$ cat src/rtl/overlap_add_pkg.sv
// Shared defaults, state encoding and small helpers for the overlap-add reconstructor.
package overlap_add_pkg;

  localparam int DEF_WIDTH = 8;
  localparam int DEF_FRAME = 128;
  localparam int DEF_HOP   = DEF_FRAME / 2;

  typedef enum logic [1:0] {
    HEAD  = 2'd0,
    TAIL  = 2'd1,
    FLUSH = 2'd2
  } ola_state_e;

  // Address width that stays legal for a depth of one.
  function automatic int addr_bits(input int depth);
    return (depth > 1) ? $clog2(depth) : 1;
  endfunction

endpackage

$ cat src/rtl/ola_tail_buf.sv
// HOP-entry storage for the second half of the previous frame; entries clear as they are read out.
module ola_tail_buf
  import overlap_add_pkg::*;
#(
  parameter int WIDTH = DEF_WIDTH,
  parameter int HOP   = DEF_HOP,
  parameter int AW    = addr_bits(HOP)
) (
  input  logic             clk,
  input  logic             rst_n,
  input  logic             wr_en,
  input  logic [AW-1:0]    wr_addr,
  input  logic [WIDTH-1:0] wr_data,
  input  logic [AW-1:0]    rd_addr,
  input  logic             rd_clr,
  output logic [WIDTH-1:0] rd_data
);

  logic [WIDTH-1:0] mem [HOP];

  assign rd_data = mem[rd_addr];

  // NOTE: this array is reset on purpose (a stale tail after reset would corrupt
  // the first frame), so it maps to flops rather than a RAM macro.
  always_ff @(posedge clk or negedge rst_n) begin
    if (!rst_n) begin
      for (int i = 0; i < HOP; i++) mem[i] <= '0;
    end else begin
      if (rd_clr) mem[rd_addr] <= '0;
      if (wr_en)  mem[wr_addr] <= wr_data;
    end
  end

endmodule

$ cat src/rtl/overlap_add.sv
// Overlap-add of half-overlapping windowed frames: first half sums with the stored tail,
// second half refills the tail; flush drains the tail.
module overlap_add
  import overlap_add_pkg::*;
#(
  parameter int WIDTH = DEF_WIDTH,
  parameter int FRAME = DEF_FRAME,
  parameter int HOP   = FRAME / 2
) (
  input  logic             clk,
  input  logic             rst_n,
  input  logic             s_valid,
  output logic             s_ready,
  input  logic [WIDTH-1:0] s_data,
  input  logic             s_last,
  input  logic             flush,
  output logic             m_valid,
  input  logic             m_ready,
  output logic [WIDTH-1:0] m_data,
  output logic             frame_err
);

  localparam int IW = addr_bits(FRAME);
  localparam int AW = addr_bits(HOP);
  localparam logic [IW-1:0] IDX_LAST = IW'(FRAME - 1);
  localparam logic [IW-1:0] IDX_HOPM = IW'(HOP - 1);
  localparam logic [AW-1:0] FA_LAST  = AW'(HOP - 1);

  ola_state_e       state_q;
  logic [IW-1:0]    idx_q;
  logic [AW-1:0]    faddr_q;
  logic             running_q;
  logic             m_valid_q;
  logic [WIDTH-1:0] m_data_q;
  logic             frame_err_q;

  logic             out_free;
  logic             flush_go;
  logic             accept;
  logic             at_last;
  logic             framing_bad;
  logic [WIDTH:0]   head_sum;
  logic [WIDTH-1:0] head_sat;
  logic             buf_wr_en;
  logic [AW-1:0]    buf_wr_addr;
  logic [AW-1:0]    buf_rd_addr;
  logic             buf_rd_clr;
  logic [WIDTH-1:0] buf_rd_data;

  assign m_valid   = m_valid_q;
  assign m_data    = m_data_q;
  assign frame_err = frame_err_q;

  // NOTE: every always_comb output gets a default first so no path leaves it
  // unassigned and infers a latch.
  always_comb begin
    s_ready     = 1'b0;
    out_free    = !m_valid_q || m_ready;
    flush_go    = running_q && flush && (state_q == HEAD) && (idx_q == '0);
    at_last     = (idx_q == IDX_LAST);
    framing_bad = (s_last != at_last);
    unique case (state_q)
      HEAD:    s_ready = running_q && out_free && !flush_go;
      TAIL:    s_ready = running_q;
      default: s_ready = 1'b0;
    endcase
    accept      = s_valid && s_ready;
    head_sum    = {1'b0, s_data} + {1'b0, buf_rd_data};
    head_sat    = head_sum[WIDTH] ? {WIDTH{1'b1}} : head_sum[WIDTH-1:0];
    // A mis-framed sample never lands in the tail, so the stored tail survives the error.
    buf_wr_en   = accept && (state_q == TAIL) && !framing_bad;
    buf_wr_addr = AW'(idx_q - IW'(HOP));
    buf_rd_addr = (state_q == FLUSH) ? faddr_q : idx_q[AW-1:0];
    buf_rd_clr  = (state_q == FLUSH) && out_free;
  end

  ola_tail_buf #(
    .WIDTH (WIDTH),
    .HOP   (HOP),
    .AW    (AW)
  ) u_tail (
    .clk     (clk),
    .rst_n   (rst_n),
    .wr_en   (buf_wr_en),
    .wr_addr (buf_wr_addr),
    .wr_data (s_data),
    .rd_addr (buf_rd_addr),
    .rd_clr  (buf_rd_clr),
    .rd_data (buf_rd_data)
  );

  // NOTE: sequential state uses non-blocking assignments only, so every flop
  // samples pre-edge values regardless of statement order.
  always_ff @(posedge clk or negedge rst_n) begin
    if (!rst_n) begin
      state_q     <= HEAD;
      idx_q       <= '0;
      faddr_q     <= '0;
      running_q   <= 1'b0;
      m_valid_q   <= 1'b0;
      m_data_q    <= '0;
      frame_err_q <= 1'b0;
    end else begin
      running_q   <= 1'b1;
      frame_err_q <= 1'b0;
      if (m_ready) m_valid_q <= 1'b0;

      unique case (state_q)
        HEAD: begin
          if (flush_go) begin
            state_q <= FLUSH;
            faddr_q <= '0;
          end else if (accept) begin
            m_valid_q <= 1'b1;
            m_data_q  <= head_sat;
            if (framing_bad) begin
              frame_err_q <= 1'b1;
              idx_q       <= '0;
            end else begin
              idx_q <= idx_q + IW'(1);
              if (idx_q == IDX_HOPM) state_q <= TAIL;
            end
          end
        end

        TAIL: begin
          if (accept) begin
            if (framing_bad) begin
              frame_err_q <= 1'b1;
              idx_q       <= '0;
              state_q     <= HEAD;
            end else if (at_last) begin
              idx_q   <= '0;
              state_q <= HEAD;
            end else begin
              idx_q <= idx_q + IW'(1);
            end
          end
        end

        FLUSH: begin
          if (out_free) begin
            m_valid_q <= 1'b1;
            m_data_q  <= buf_rd_data;
            faddr_q   <= faddr_q + AW'(1);
            if (faddr_q == FA_LAST) begin
              faddr_q <= '0;
              state_q <= HEAD;
            end
          end
        end

        default: state_q <= HEAD;
      endcase
    end
  end

endmodule

$ cat config.mk
export PLATFORM = sky130hd
export DESIGN_NAME = overlap_add
export DESIGN_NICKNAME = d
export VERILOG_FILES = /design/src/rtl/overlap_add_pkg.sv /design/src/rtl/ola_tail_buf.sv /design/src/rtl/overlap_add.sv
export SDC_FILE = /design/constraint.sdc
export NUM_CORES = 1
export LEC_CHECK = 0
export CAP_MARGIN = 40
export CORE_ASPECT_RATIO = 1.5
export CORE_MARGIN = 2
export CORE_UTILIZATION = 35
export CTS_CLUSTER_SIZE = 8
export DETAILED_ROUTE_END_ITERATION = 8
export GPL_TIMING_DRIVEN = 0
export PLACE_DENSITY = 0.6
export SETUP_SLACK_MARGIN = 0.2
export SLEW_MARGIN = 20
export SYNTH_ARGS = -nofsm -noshare
export SYNTH_HDL_FRONTEND = slang
export SYNTH_SLANG_ARGS = --single-unit
$ cat constraint.sdc
create_clock -name clk -period 4.4 [get_ports clk]
set_input_delay 0.88 -clock clk [delete_from_list [all_inputs] [get_ports clk]]
set_output_delay 0.88 -clock clk [all_outputs]
set_load 0.005 [all_outputs]
# Word level (Yosys, flattened, before mapping)
# Index checks and enable logic that the tools add are counted.
# op_classes
add_sub_neg	4
mux	47
n_lt_le_gt_ge	4
n_eq_ne	16
n_reduce_logical	23
bitwise	4
# op_table
cell	count
2-to-1 mux 512 bit	2
AND 512 bit	1
bitwise mux 512 bit	1
inverter 512 bit	1
demux 8 bit (select 6 bit)	2
2-to-1 mux 8 bit	8
binary-select mux 8 bit (select 6 bit)	1
2-to-1 mux 7 bit	6
2-to-1 mux 6 bit	4
2-to-1 mux 2 bit	9
case mux 8 bit (2 select lines)	1
>= comparator 7 bit, second input constant	2
< comparator 7 x 1 -> 1 bit, second input constant	2
inverter 6 -> 7 bit	2
case mux 7 bit (2 select lines)	1
case mux 6 bit (2 select lines)	1
logical AND 1 bit	11
!= test 2 bit, second input constant	5
adder 8 x 8 -> 9 bit	1
!= test 3 bit, second input constant	3
AND reduction 4 bit	2
adder 7 x 1 -> 7 bit, second input constant	1
equality test 7 x 6 -> 1 bit, second input constant	1
equality test 7 bit, second input constant	1
other kinds (18)	29
# word_totals
elab_cells	169
reg_bits	538
in_bits	14
output_inout_bits	11

# Depth between registers and ports, before layout
# Gate-level depths: netlist of run 1.
# depth
word_depth	12
mapped_depth	24

# Modules after synthesis
# A second synthesis of run 1 with hierarchy kept.
# unflattened
cells_unflattened	1947
hier_area_um2	24534.8
# modules_own_cells
module	seq_area_each_um2	n_inst	area_per_inst_um2	cells_per_inst
ola_tail_buf	12812.3	1	22659.2	1728
overlap_add	650.6	1	1875.5	219

# Least setup slack after synthesis of run 1
# Ideal clock, no wire load.
# synth_path
path_kind	register -> register
startpoint	register state_q[0]
endpoint	register m_data_q[3], in the netlist m_data[3]
setup_slack_ps	367
path_buffers	4
setup_ps	66
t_arrival_ps	3967
required_time_ps	4334
path_stages_with_launch	23
synth_period_minus_slack_ps	4033
path_cell_list	dfrtp_1 nand2b_1 buf_6 a21oi_2 buf_2 buf_2 buf_1 o221ai_1 o21ai_0 a21oi_1 nor4_1 nand3b_1 inv_1 ha_1 inv_1 fa_1 nand3b_1 a21boi_0 o21a_1 o21ai_0 a21o_1 a31oi_1 o21a_1
# synth_between
elab_chain_len	11
elab_cells_between_ends	25
# synth_rtl
element	line	rtl
start, declared	overlap_add.sv:29	ola_state_e state_q;
start signal, assigned	overlap_add.sv:96	state_q <= HEAD;
start signal, assigned	overlap_add.sv:111	state_q <= FLUSH;
start signal, assigned	overlap_add.sv:121	if (idx_q == IDX_HOPM) state_q <= TAIL;
equality test 2 bit	overlap_add.sv:73, overlap_add.sv:108	
2-to-1 mux 6 bit	overlap_add.sv:73	buf_rd_addr = (state_q == FLUSH) ? faddr_q : idx_q[AW-1:0];
inverter 6 -> 7 bit (implied by the code)	ola_tail_buf.sv:21	assign rd_data = mem[rd_addr];
binary-select mux 8 bit (select 6 bit)	ola_tail_buf.sv:21	
2-to-1 mux 8 bit (implied by the code) (2 in series)	ola_tail_buf.sv:21	
adder 8 x 8 -> 9 bit	overlap_add.sv:68	head_sum = {1'b0, s_data} + {1'b0, buf_rd_data};
2-to-1 mux 8 bit	overlap_add.sv:69	head_sat = head_sum[WIDTH] ? {WIDTH{1'b1}} : head_sum[WIDTH-1:0];
2-to-1 mux 8 bit	overlap_add.sv:113	end else if (accept) begin
2-to-1 mux 8 bit	overlap_add.sv:110	if (flush_go) begin
case mux 8 bit (2 select lines)	overlap_add.sv:108	unique case (state_q)
end signal, assigned	overlap_add.sv:115	m_data_q <= head_sat;
end signal, assigned	overlap_add.sv:144	m_data_q <= buf_rd_data;
end, declared	overlap_add.sv:34	logic [WIDTH-1:0] m_data_q;
# Parallel ways exist; a longest one is shown, timed or not. The select of a mux whose other input is x is not followed.
# A chain may end at the register's enable or synchronous reset.

# Worst setup path in the final report of run 1
# layout_path
startpoint	register state_q[0]
endpoint	register m_data_q[7], in the netlist m_data[7]
# The elaborated chain is that of the path after synthesis.

==> qor.txt, run 1 <==
WS Path Type: reg2reg
Syn Nets: 2163
Post-synthesis sequential area ratio: 55.9%
Kind of path behind the tightest hold check: in2async
Drt via density: 6.97
Yosys reg bits: 538
Most frequent cell after synthesis: dfrtp_1
Most used cell, CP: buf_12
DR pass1 iterations: 6
Peak VDD IR: 0.436 mV
Yosys cell types: 67
Overall die height: 325 um
Fill cell count: 6218
Routability cong.: 0.993
Final hold vios: 0
Logic pwr share: 48.5%
CP Cell Sequence: nand2b_4 > buf_12 > buf_12 > a31oi_4 > buf_6 > buf_8 > o221ai_1 > a22oi_1 > o22ai_1 > nor4_2 > buf_4 > ha_1 > a21o_1 > a21oi_2 > nor2b_2 > o31ai_2 > mux2i_1 > a31oi_1 > o21a_1
Worst EP arrival: 5.21 ns
Async SR Flop Fraction: 100%
Reg area: 0.0135 mm^2
CTS tree: built
Post-DP Area: 0.0261 mm^2
Top cell type by total area after synthesis: dfrtp_1
Tot Pwr: 20.4 mW
Seq pwr share: 25.0%
Slew @ Worst Pin: 1.09 ns
Final Cell Area: 0.0307 mm^2
Post-route core utilization: 45.1%
Multi-input gate area: 0.0108 mm^2
Largest net degree at the start of global routing: 102
Die Wd: 218 um
Sw Ratio: 41.7%
Int Pwr: 11.9 mW
RSZ-0062 raised after global routing: true
R2R Setup Slk: -0.32 ns
Vias in the first global route: 22500
Max Clk Rate: 0.212 GHz
Final std cells w/o fill: 3293
Number of synthesized flops with an enable pin: 0
Initial Util: 35.4%
DPL Wire Length: 77.9 mm
Clock Latency Late Sink: 0.62 ns
CP Launch Type: register
Total GRT Usage: 32.7%
Fin crit share: 107%
Initial antenna violation count: 7
Status: complete, but fails checks
Cell area after synthesis: 0.0241 mm^2
Root Buffer Master: clkbuf_16
Synth Area per Inst: 11.3 um^2
Post-Syn Instances: 2135
Post-synth top area share: 55.9%
Psw: 8.50 mW
Nets@finish: 2420
Worst setup EP type: register
Reg clk slew, reported paths: 0.05 ns
First-pass GRT wire length: 166 mm
# port buffers: 24
Failing checks: negative setup slack
DP Worst Slack: -2.20 ns
Tmin final: 4.72 ns
Number of primary I/O pins: 25
Clock Tree Buf Depth: 3
Clock Power Share: 26.5%
Crit-path max cell delay: 0.64 ns
Post-DRT Antenna Nets: 0
Ys flop type: dfrtp_1
Warning count from the yosys run: 0
Clock skew: 0.0238 ns
DRC viols: 0
Share of cells above drive strength 1: 20.9%
Worst EP required: 4.90 ns
Count of pins over their slew limit: 0
Final setup viols: 8
Row count: 117
Clock sink count: 538
Worst-path cell with the longest stage delay: a22oi_1
CTS buffer count: 77
Die area: 0.0709 mm^2
Initial DRC count: 3890
Max_cap viols: 0
Critical path peak fanout: 10
Vias: 22900
Synth top cells by count: dfrtp_1 (538), a22o_1 (512), nor2_1 (212), o22ai_1 (129), nand2_1 (101)
Grt ovf: 0
Setup TNS: -2.27 ns
Dpl cells: 3106
Leakage: 13.5 nW
Layout area overhead: 27.4%
Relative slew slack: 27.0%
PwrDens: 665 mW/mm^2
DRT Wirelength: 117 mm
Core Box Area: 0.0679 mm^2
H-tree levels: 3
Hold WS: 0.113 ns
Worst setup margin: -0.317 ns
Routed length per instance: 35.6 um
Top cells by area, synth: dfrtp_1 (56%), a22o_1 (19%), o221ai_1 (3.6%), o22ai_1 (3.4%), nor2_1 (3.3%)
-- sequential cells by signal, summed over array words and instances (netlist names) --
signal      cells
faddr_q         6
frame_err       1
idx_q           7
m_data          8
m_valid         1
running_q       1
state_q         2
u_tail.mem    512
-- power by group through the flow --
stage | combinational (mW) | sequential [mW] | clock (mW)
floorplan | 3.74 | 5.15 | 0
global placement | 6.82 | 5.18 | 0
detailed placement | 7.06 | 5.16 | 0
CTS | 8.48 | 5.09 | 5.39
global route | 10.0 | 5.10 | 5.60
finish | 9.89 | 5.09 | 5.40
-- worst max-delay path, delay by kind of cell, from the launching register on --
family | cells | cell delay, ns
buffers and inverters | 5 | 0.91
AO/OA/AOI/OAI | 9 | 2.21
flip-flops | 1 | 0.44
adder cells (fa/ha/maj) | 1 | 0.26
AND/OR/NAND/NOR | 3 | 0.55
multiplexers | 1 | 0.22
-- final timing paths --
kind	cells past startpoint	from	to
min in group clk	1	u_tail.mem[470]$_DFF_PN0_	u_tail.mem[470]$_DFF_PN0_
min reg2reg	1	u_tail.mem[470]$_DFF_PN0_	u_tail.mem[470]$_DFF_PN0_
max in group asynchronous	5	rst_n	u_tail.mem[239]$_DFF_PN0_
max reg2reg	19	state_q[0]$_DFFE_PN0P_	m_data[7]$_DFFE_PN0P_
max	19	state_q[0]$_DFFE_PN0P_	m_data[7]$_DFFE_PN0P_
min	1	rst_n	u_tail.mem[353]$_DFF_PN0_
-- metal layers --
metal  up-vias  part of all wire (%)  GRT usage [%]
met2      1992                    44           48.1
li1       8899                     -              -
met3       637                    12           11.0
met5         -                 0.022              0
met4         4                    12           30.3
met1     11400                    33           37.0
-- final cells by class --
| type | count | share of cell area, % |
|---|---|---|
| Sequential cell | 538 | 43.9 |
| Timing Repair Buffer | 179 | 6.01 |
| Multi-Input combinational cell | 1430 | 35.4 |
| Clock inverter | 5 | 0.163 |
| Buffer | 153 | 4.17 |
| Clock buffer | 81 | 6.54 |
| Antenna cell | 2 | 0.0163 |
| Inverter | 13 | 0.167 |
| Tap cell | 892 | 3.64 |
-- repair_timing --
item | 4_1_cts | 5_1_grt
hold buffers | 0 | 0
pin swaps | 27 | 32
setup buffers | 45 | 34
resized for setup | 303 | 148
endpoints found under the setup margin | 144 | 447
gates cloned | 1 | 1
-- logic make-up after synthesis --
group,Yosys count,share of synthesized area (%)
fa+ha+maj,14,0.759
simple gates,417,7.70
mux,17,0.925
buf+inv,168,3.05
flops,538,55.9
xor+xnor,5,0.182
compound gates,975,31.4
other cells,1,0.0156
-- layout by cell type (no fill, tap or decap), types with 10 or more instances in the layout --
cell type	netlist	final
nand3_1	26	22
nor2_4	0	24
o22ai_1	129	122
a22oi_1	15	12
nor2_1	212	157
nand2_1	101	92
a22o_1	512	512
a31oi_4	1	10
clkbuf_16	0	81
buf_2	39	13
clkbuf_4	0	10
clkdlybuf4s50_1	0	23
clkbuf_1	90	60
nor3_1	18	14
a31oi_1	23	13
buf_8	0	29
a21oi_2	3	11
buf_12	1	27
o21ai_0	86	74
nor2_2	0	31
o21ai_1	8	14
a21oi_1	55	43
buf_6	3	33
buf_4	4	109
ha_1	13	11
o221ai_1	98	95
dfrtp_1	538	535
Note: power is estimated with default switching activity, not from simulation.
==> run 2, diff against run 1 <==
Settings changed: PLACE_DENSITY 0.6 to 0.51.
==> run 2 against run 1 <==
  * The run still ends with negative setup slack left
  * Critical path depth increased by 2
  * Die area unchanged
  * Wire length increased by 4.8%
  * Sequential power about the same
  * Power increased by 6.7%
  * Sequential cell count unchanged
  * Sequential share of layout area decreased by 1.0 points
  * Critical path type unchanged
  * Critical endpoint is now m_data[5]$_DFFE_PN0P_
  * Highest routed layer unchanged
==> qor.txt, run 2 (synthesized netlist as in run 1, its figures left out) <==
Clock Power Share: 25.1%
Most common cell after layout, fill and taps aside: dfrtp_1
Psw: 9.09 mW
Worst EP arrival: 5.10 ns
Initial Util: 35.4%
Hold Buf Count CTS: 0
Core Box Area: 0.0679 mm^2
DPL Wire Length: 82.2 mm
Number of primary I/O pins: 25
Worst setup margin: -0.159 ns
Reg clk slew, reported paths: 0.06 ns
Initial DRC count: 2902
Final hold vios: 0
Worst EP required: 4.94 ns
Final setup viols: 8
Largest register FFs: 512
Sw Ratio: 41.8%
Fin crit share: 104%
Post-DRT Antenna Nets: 0
Routed length per instance: 36.7 um
Top sig layer: met5
Die Wd: 218 um
CTS tree: built
Int Pwr: 12.6 mW
Die area: 0.0709 mm^2
Vias in the first global route: 22600
Setup TNS: -0.878 ns
DRT Wirelength: 123 mm
Most flop-heavy register: u_tail.mem
Max_cap viols: 0
Seq pwr share: 23.4%
# port buffers: 24
Clock sink count: 538
Wire length on met1: 43.2 mm
Max Clk Rate: 0.219 GHz
Grt ovf: 0
Initial antenna violation count: 4
Leakage: 13.9 nW
Largest net degree at the start of global routing: 98
Vias: 22700
Routability cong.: 0.959
Status: complete, but fails checks
Tmin final: 4.56 ns
Clock Tree Buf Depth: 3
Overall die height: 325 um
Nets@finish: 2474
Count of pins over their slew limit: 0
First-pass GRT wire length: 173 mm
PwrDens: 693 mW/mm^2
Met2 WL post-DR: 54.9 mm
Logic pwr share: 51.4%
DR pass1 iterations: 8
Layout area overhead: 30.4%
DRC viols: 0
Total GRT Usage: 34.4%
Share of cells above drive strength 1: 23.7%
Kind of path behind the tightest hold check: in2async
Relative slew slack: 33.9%
RSZ-0062 raised after global routing: true
Met3 wire length: 11.4 mm
Fill cell count: 6203
Worst setup EP type: register
CP Launch Type: register
Drt via density: 6.79
WS Path Type: reg2reg
Root Buffer Master: clkbuf_16
Clock Latency Late Sink: 0.65 ns
Peak VDD IR: 0.416 mV
H-tree levels: 3
Failing checks: negative setup slack
CTS buffer count: 77
Slew @ Worst Pin: 0.988 ns
Critical path peak fanout: 7
Most frequent cells in the layout: dfrtp_1 (535), a22o_1 (512), nor2_1 (156)
Clock skew: 0.0265 ns
DP Worst Slack: -1.94 ns
Row count: 117
## run 2: repair_timing
action | CTS | global route
pin swaps | 57 | 23
setup buffers | 110 | 21
gates cloned | 4 | 0
resized for setup | 425 | 64
setup endpoints to repair | 439 | 209
## run 2: critical path, stage by stage, from the launching register on
cell	delay, ns
dfrtp_2	0.45
nor2b_4	0.18
buf_6	0.14
buf_12	0.14
mux2i_4	0.40
buf_12	0.17
buf_12	0.12
o221ai_1	0.13
a22oi_2	0.39
o22a_1	0.30
o221ai_2	0.13
nor4_2	0.28
buf_4	0.22
ha_4	0.22
a21oi_2	0.18
a21boi_2	0.07
o21a_1	0.18
o21ai_1	0.13
a21o_2	0.23
nand2_1	0.07
o22a_1	0.19
o21a_1	0.10
## run 2: metal layers
layer	up-vias	global-route usage [%]
met3	550	9.04
met5	-	0
met1	11500	39.9
met2	1631	52.4
met4	4	30.3
li1	9012	-
## run 2: area by class of cell
cell class	instances	area [um^2]	area share, %
clock inverters	6	73.8	0.235
diodes	1	2.50	0.00797
plain buffers	153	1460	4.64
clock buffers	81	1980	6.32
repair buffers	234	2370	7.55
flip-flops and latches	538	13500	42.9
well taps	892	1120	3.56
multi-input cells	1429	10900	34.6
inverters	13	51.3	0.163
## run 2: final timing paths
check                                          from                   endpoint  slack, ns  cells past startpoint
setup reg to reg             state_q[1]$_DFFE_PN0P_      m_data[5]$_DFFE_PN0P_      -0.16                     21
min in group clk           u_tail.mem[31]$_DFF_PN0_   u_tail.mem[31]$_DFF_PN0_       0.49                      1
hold / removal                                rst_n  u_tail.mem[315]$_DFF_PN0_       0.19                      1
setup / recovery             state_q[1]$_DFFE_PN0P_      m_data[5]$_DFFE_PN0P_      -0.16                     21
max in group asynchronous                     rst_n   u_tail.mem[44]$_DFF_PN0_       1.76                      6
hold reg to reg            u_tail.mem[31]$_DFF_PN0_   u_tail.mem[31]$_DFF_PN0_       0.49                      1
## run 2: stage by stage
step	cells	util (%)	cell area, um^2	power, mW	hold WS (ns)
6_report	3347	46.2	31400	21.7	0.186
2_1_floorplan	2135	-	24100	8.89	0.461
4_1_cts	3312	45.4	30900	21.0	0.199
5_1_grt	3346	46.2	31400	22.1	0.221
3_5_place_dp	3113	38.5	26100	12.7	0.477
3_3_place_gp	3051	37.4	25400	12.5	0.479
## run 2: power by group through the flow
stage	combinational, mW	clock [mW]	sequential [mW]
floorplan	3.74	0	5.15
global placement	7.31	0	5.18
detailed placement	7.55	0	5.17
CTS	10.4	5.47	5.09
global route	11.3	5.69	5.10
finish	11.2	5.47	5.09
